==> src/rtl/sat_addsub_pipe_pkg.sv <==
// Shared definitions for the saturating add/subtract unit: operation encoding
// and the two's-complement saturation limits for a given operand width.
package sat_addsub_pipe_pkg;

    localparam logic OP_ADD = 1'b0;
    localparam logic OP_SUB = 1'b1;

    // Limits are returned in a 64-bit container; callers keep the low WIDTH bits.
    localparam int LIMIT_W = 64;

    typedef struct packed {
        logic [LIMIT_W-1:0] max_pos;
        logic [LIMIT_W-1:0] max_neg;
    } sat_limits_t;

    function automatic sat_limits_t sat_limits(input int width);
        sat_limits_t lim;
        lim.max_neg = 64'd1 << (width - 1);
        lim.max_pos = lim.max_neg - 64'd1;
        return lim;
    endfunction

endpackage

==> src/rtl/sat_addsub_pipe_if.sv <==
// Operand and result channels of the saturating add/subtract pipeline.
// master = producer/consumer side, slave = the arithmetic unit.
interface sat_addsub_pipe_if #(
    parameter int WIDTH = 16
);
    // Both channels use valid/ready: a beat moves on a rising edge where valid
    // and ready are both high; once valid is raised by the unit, the payload
    // stays stable until ready is seen. ready may depend combinationally on the
    // downstream ready, never on the same channel's valid.
    logic             in_valid;
    logic             in_ready;
    logic [WIDTH-1:0] in_a;
    logic [WIDTH-1:0] in_b;
    logic             in_op;
    logic             in_sat;

    logic             out_valid;
    logic             out_ready;
    logic [WIDTH-1:0] out_res;
    logic             out_zr;
    logic             out_neg;
    logic             out_ov;

    modport master (
        output in_valid, in_a, in_b, in_op, in_sat, out_ready,
        input  in_ready, out_valid, out_res, out_zr, out_neg, out_ov
    );

    modport slave (
        input  in_valid, in_a, in_b, in_op, in_sat, out_ready,
        output in_ready, out_valid, out_res, out_zr, out_neg, out_ov
    );
endinterface

==> src/rtl/sat_addsub_core.sv <==
// Combinational signed add/subtract with optional saturation and result flags.
// Shared by the pipelined unit and the single-cycle ALU path.
module sat_addsub_core
    import sat_addsub_pipe_pkg::*;
#(
    parameter int WIDTH = 16
) (
    input  logic [WIDTH-1:0] a,
    input  logic [WIDTH-1:0] b,
    input  logic             op,
    input  logic             sat,
    output logic [WIDTH-1:0] res,
    output logic             zr,
    output logic             neg,
    output logic             ov
);
    localparam sat_limits_t      LIM     = sat_limits(WIDTH);
    localparam logic [WIDTH-1:0] MAX_POS = LIM.max_pos[WIDTH-1:0];
    localparam logic [WIDTH-1:0] MAX_NEG = LIM.max_neg[WIDTH-1:0];
    localparam int               MSB     = WIDTH - 1;

    logic [WIDTH-1:0] r;

    always_comb begin
        r = (op == OP_SUB) ? (a - b) : (a + b);

        // Overflow only when operands (after negating b for sub) share a sign
        // that the truncated result does not.
        if (op == OP_SUB) begin
            ov = (a[MSB] != b[MSB]) && (r[MSB] != a[MSB]);
        end else begin
            ov = (a[MSB] == b[MSB]) && (r[MSB] != a[MSB]);
        end

        if (ov && sat) begin
            res = a[MSB] ? MAX_NEG : MAX_POS;
        end else begin
            res = r;
        end

        zr  = (res == '0);
        neg = res[MSB];
    end
endmodule

==> src/rtl/sat_addsub_pipe.sv <==
// Two-stage pipelined saturating add/subtract with valid/ready on both sides.
// Optional SAT_ADDSUB_STICKY_OV_EN adds a sticky overflow flag with clear.
module sat_addsub_pipe
    import sat_addsub_pipe_pkg::*;
#(
    parameter int WIDTH = 16
) (
    input  logic                  clk,
    input  logic                  rst_n,
    input  logic                  flush,
    sat_addsub_pipe_if.slave      bus
`ifdef SAT_ADDSUB_STICKY_OV_EN
    ,
    output logic                  ov_sticky,
    input  logic                  ov_sticky_clr
`endif
);
    logic             s1_valid;
    logic             s2_valid;
    logic             s1_en;
    logic             s2_en;
    logic [WIDTH-1:0] s1_a;
    logic [WIDTH-1:0] s1_b;
    logic             s1_op;
    logic             s1_sat;

    logic [WIDTH-1:0] c_res;
    logic             c_zr;
    logic             c_neg;
    logic             c_ov;

    // A stage may load when it is empty or its content leaves this cycle.
    assign s2_en         = ~s2_valid | bus.out_ready;
    assign s1_en         = ~s1_valid | s2_en;
    assign bus.in_ready  = s1_en;
    assign bus.out_valid = s2_valid;

    always_ff @(posedge clk or negedge rst_n) begin
        if (!rst_n) begin
            s1_valid <= 1'b0;
            s2_valid <= 1'b0;
        end else if (flush) begin
            s1_valid <= 1'b0;
            s2_valid <= 1'b0;
        end else begin
            if (s1_en) s1_valid <= bus.in_valid;
            if (s2_en) s2_valid <= s1_valid;
        end
    end

    always_ff @(posedge clk or negedge rst_n) begin
        if (!rst_n) begin
            s1_a   <= '0;
            s1_b   <= '0;
            s1_op  <= OP_ADD;
            s1_sat <= 1'b0;
        end else if (s1_en && bus.in_valid) begin
            s1_a   <= bus.in_a;
            s1_b   <= bus.in_b;
            s1_op  <= bus.in_op;
            s1_sat <= bus.in_sat;
        end
    end

    sat_addsub_core #(.WIDTH(WIDTH)) u_core (
        .a   (s1_a),
        .b   (s1_b),
        .op  (s1_op),
        .sat (s1_sat),
        .res (c_res),
        .zr  (c_zr),
        .neg (c_neg),
        .ov  (c_ov)
    );

    // Result registers only move with s2_en, which holds them while stalled.
    always_ff @(posedge clk or negedge rst_n) begin
        if (!rst_n) begin
            bus.out_res <= '0;
            bus.out_zr  <= 1'b0;
            bus.out_neg <= 1'b0;
            bus.out_ov  <= 1'b0;
        end else if (s2_en && s1_valid) begin
            bus.out_res <= c_res;
            bus.out_zr  <= c_zr;
            bus.out_neg <= c_neg;
            bus.out_ov  <= c_ov;
        end
    end

`ifdef SAT_ADDSUB_STICKY_OV_EN
    always_ff @(posedge clk or negedge rst_n) begin
        if (!rst_n) begin
            ov_sticky <= 1'b0;
        end else if (bus.out_valid && bus.out_ready && bus.out_ov) begin
            ov_sticky <= 1'b1;
        end else if (ov_sticky_clr) begin
            ov_sticky <= 1'b0;
        end
    end
`endif
endmodule
==> src/flat_wrapper.sv <==
// flat-port wrapper written by rule: the top's interface ports become plain ports
module sat_addsub_pipe_flat import sat_addsub_pipe_pkg::*;
#(
    parameter int WIDTH = 16
)
  (clk, rst_n, flush, bus_in_valid, bus_in_a, bus_in_b, bus_in_op, bus_in_sat, bus_out_ready, bus_in_ready, bus_out_valid, bus_out_res, bus_out_zr, bus_out_neg, bus_out_ov);
  sat_addsub_pipe_if #(.WIDTH(WIDTH)) bus_i ();
  input  logic clk;
  input  logic rst_n;
  input  logic flush;
  input wire logic [$bits(bus_i.in_valid)-1:0] bus_in_valid;
  input wire logic [$bits(bus_i.in_a)-1:0] bus_in_a;
  input wire logic [$bits(bus_i.in_b)-1:0] bus_in_b;
  input wire logic [$bits(bus_i.in_op)-1:0] bus_in_op;
  input wire logic [$bits(bus_i.in_sat)-1:0] bus_in_sat;
  input wire logic [$bits(bus_i.out_ready)-1:0] bus_out_ready;
  output wire logic [$bits(bus_i.in_ready)-1:0] bus_in_ready;
  output wire logic [$bits(bus_i.out_valid)-1:0] bus_out_valid;
  output wire logic [$bits(bus_i.out_res)-1:0] bus_out_res;
  output wire logic [$bits(bus_i.out_zr)-1:0] bus_out_zr;
  output wire logic [$bits(bus_i.out_neg)-1:0] bus_out_neg;
  output wire logic [$bits(bus_i.out_ov)-1:0] bus_out_ov;
  assign bus_i.in_valid = bus_in_valid;
  assign bus_i.in_a = bus_in_a;
  assign bus_i.in_b = bus_in_b;
  assign bus_i.in_op = bus_in_op;
  assign bus_i.in_sat = bus_in_sat;
  assign bus_i.out_ready = bus_out_ready;
  assign bus_in_ready = bus_i.in_ready;
  assign bus_out_valid = bus_i.out_valid;
  assign bus_out_res = bus_i.out_res;
  assign bus_out_zr = bus_i.out_zr;
  assign bus_out_neg = bus_i.out_neg;
  assign bus_out_ov = bus_i.out_ov;
  sat_addsub_pipe #(.WIDTH(WIDTH)) u_core (.clk(clk), .rst_n(rst_n), .flush(flush), .bus(bus_i));
endmodule
==> config.mk <==
export PLATFORM = sky130hd
export DESIGN_NAME = sat_addsub_pipe_flat
export DESIGN_NICKNAME = d
export VERILOG_FILES = /design/src/rtl/sat_addsub_pipe_pkg.sv /design/src/rtl/sat_addsub_pipe_if.sv /design/src/rtl/sat_addsub_core.sv /design/src/rtl/sat_addsub_pipe.sv /design/src/flat_wrapper.sv
export SDC_FILE = /design/constraint.sdc
export NUM_CORES = 1
export LEC_CHECK = 0
export ABC_AREA = 1
export ABC_CLOCK_PERIOD_IN_PS = 9710
export CAP_MARGIN = 15
export CORE_MARGIN = 8
export CORE_UTILIZATION = 57
export DETAILED_ROUTE_END_ITERATION = 16
export GPL_ROUTABILITY_DRIVEN = 0
export PLACE_DENSITY_LB_ADDON = 0.1
export SETUP_SLACK_MARGIN = 0.15
export SLEW_MARGIN = 40
export SYNTH_ARGS = -nofsm -noshare
export SYNTH_HDL_FRONTEND = slang
export SYNTH_SLANG_ARGS = --single-unit
==> constraint.sdc <==
create_clock -name clk -period 9.71 [get_ports clk]
set_input_delay 1.4565 -clock clk [delete_from_list [all_inputs] [get_ports clk]]
set_output_delay 1.4565 -clock clk [all_outputs]
set_load 0.01 [all_outputs]
==> flow_metrics.tcl <==
set metrics [dict create \
    mostFrequentLayoutCells "74 x nand2_1, 58 x clkdlybuf4s50_1, 54 x dfrtp_1, 49 x nor2_1, 36 x a21oi_1" \
    crit_type "in -> out" \
    highest_layer "met4" \
    vias 2770 \
    yosysWarnings 0 \
    tightest_slew_ps 651 \
    rsz0062_at_grt "no" \
    die_x_um 92.5 \
    synth_xor_area_share_pct 6.82 \
    synth-compound-area-share_pct 10.8 \
    p_switching_uw 316 \
    swShare_pct 38.3 \
    drive_gt1_share_pct 12.9 \
    layout_commonest_cell "nand2_1" \
    fin_crit_ps 4080 \
    drt-wirelength-per-cell_um 13.6 \
    io_buffer_count 59 \
    wl_met1_mm 3.16 \
    cts_resized 0 \
    initial_utilization_pct 57.7 \
    arrival_ps 2620 \
    r2r_end "u_core.bus.out_zr" \
    synth_top_family_by_area "simple AND/OR/NAND/NOR gates" \
    grt_pass1_wl_mm 12.3 \
    synth_simple_gate_area_share_pct 20.7 \
    cp-startpoint "bus_out_ready" \
    track_usage_pct 17.3 \
    ys_types 36 \
    synth_edf_count 0 \
    cts_hold_buf 0 \
    final_core_util_pct 70.3 \
    cts_setup_buffers 0 \
    area_delta_synth_final_pct 21.7 \
    fmax_mhz 245 \
    root_buffer "clkbuf_8" \
    clockPowerShare_pct 14.2 \
    setup_viol 0 \
    dr.first_iter.drc_count 142 \
    cts.sinks 54 \
    row_count 28 \
    grt_overflow 0 \
    ff2ff_setup_slack_ps 6040 \
    die_h_um 92.5 \
    viasPerCell 5.28 \
    drtAntennaViolNets 0 \
    fin_skew_ps 3.78 \
    met3_length_um 348 \
    ys_ff_latch 54 \
    worstHoldStart "u_core.bus.out_zr" \
    finalMaxSlewViolations 0 \
    die_area_um2 8560 \
    maxCapViolCount 0 \
    slew_headroom_pct 56.6 \
    cts_tree "built" \
    ir_drop_v 0.000124 \
    crit_end "bus_in_ready" \
    firstDrtPassIters 4 \
    htree_levels 2 \
    cts-buffers-inserted 5 \
    hpwl_mm 5.77 \
    n_antenna_cell 0 \
    leakage_uw 0.00192 \
    wl_mm 7.16 \
    grt_max_degree 55 \
    synth_fa_ha_area_share_pct 6.60 \
    status "finished, final reports clean" \
    critPathLaunchType "input pin" \
    grt_pass1_vias 2785 \
    postSynthCellCount 391 \
    internal_power_uw 510 \
    fin_nets 506 \
    hold_class "reg -> reg" \
    synthMuxAreaShare_pct 8.44 \
    syn-cell-area_um2 3340 \
    ys.flop_type "dfrtp_1" \
    pwr-share-comb_pct 49.3 \
    setup-tns-final_ps 0 \
    antenna_found_initial 0 \
    reg2regPathDepth 26 \
    hold_viol_final 0 \
    synth-seq-area-share_pct 40.5 \
    async_flop_share_pct 100 \
    core_area_um2 5780 \
    drcViolationCount 0 \
    clockBufferDepth 2 \
    wl_met2_mm 3.55 \
    post-route-period-util_pct 42.0 \
    cp.required_ps 8250 \
    p_seq_share_pct 36.5 \
    critPathMaxFanout 3 \
    power_uw 826 \
    avgSynthCellArea_um2 8.53 \
    powerDensity_nw_per_um2 203 \
    end_kind "output pin" \
    reg2reg_from "u_core.s1_b[0]" \
    syn_nets 447 \
    clk_pin_slew_worst_paths_ps 90 \
    pin_count 60 \
    insertion_delay_ps 300 \
]
[registers in the layout, indices dropped and copies added, names as in the netlist]
register	flops
u_core.bus.out_zr	1
u_core.s1_a	16
u_core.bus.out_ov	1
u_core.s1_valid	1
u_core.s1_op	1
u_core.bus.out_valid	1
u_core.bus.out_res	15
u_core.bus.out_neg	1
u_core.s1_b	16
u_core.s1_sat	1
[power groups by stage]
stage	clock network, uW	logic [uW]	registers, uW
6_report	117	407	302
5_1_grt	129	455	309
4_1_cts	120	408	302
3_5_place_dp	0	406	307
3_3_place_gp	0	399	304
2_1_floorplan	0	255	316
[per-layer routing]
| metal | global-route usage, % | vias up |
|---|---|---|
| met5 | 0 | - |
| met1 | 21.0 | 1305 |
| met3 | 3.96 | 9 |
| li1 | - | 1393 |
| met2 | 29.6 | 63 |
| met4 | 5.64 | 0 |
[final cells by class]
type | instances | area, um2
fillers | 487 | 1720
flip-flops and latches | 54 | 1350
well taps | 75 | 93.8
clock buffers | 7 | 76.3
inverters | 42 | 158
multi-input cells | 286 | 1780
repair buffers | 61 | 601
[cells by family (layout without fill, tap and decap cells)]
family | count (synthesis) | after routing
XOR/XNOR | 26 | 26
AO/OA/AOI/OAI | 62 | 62
buffers and inverters | 51 | 110
flip-flops | 54 | 54
multiplexers | 25 | 25
AND/OR/NAND/NOR | 156 | 156
adder cells (fa/ha/maj) | 17 | 17
[worst min path at each step]
stage / endpoint / cells past startpoint
2_1_floorplan: u_core.s1_a[0] / 2
3_3_place_gp: u_core.bus.out_zr / 2
3_5_place_dp: u_core.bus.out_zr / 2
4_1_cts: u_core.bus.out_zr / 2
5_1_grt: u_core.bus.out_res[14] / 1
6_report: u_core.bus.out_zr / 2
[cells in the mapped netlist (7+ instances only)]
library cell,instances,area share [%]
nand2_1,74,8.3
dfrtp_1,54,40
nor2_1,49,5.5
a21oi_1,36,5.4
inv_1,34,3.8
mux2_2,25,8.4
xor2_1,18,4.7
ha_1,16,6.0
a31oi_1,9,1.7
nand3_1,9,1.3
inv_2,8,0.90
xnor2_1,8,2.1
clkbuf_1,7,0.79
[metrics by stage]
stage	cells	instance area, um2	hold slack (ps)	worst slack [ps]
final	525	4060	490	5630
after global routing	525	4060	514	5590
after CTS	525	4060	496	5610
after detailed placement	518	3990	474	5610
after global placement	518	3990	466	5660
after floorplan	391	3340	484	6610
[critical path, stage by stage]
cell and delay [ps]:
clkdlybuf4s50_1 450, inv_1 50, nand3_1 100, clkdlybuf4s50_1 560
(Power assumes the default switching activity.)
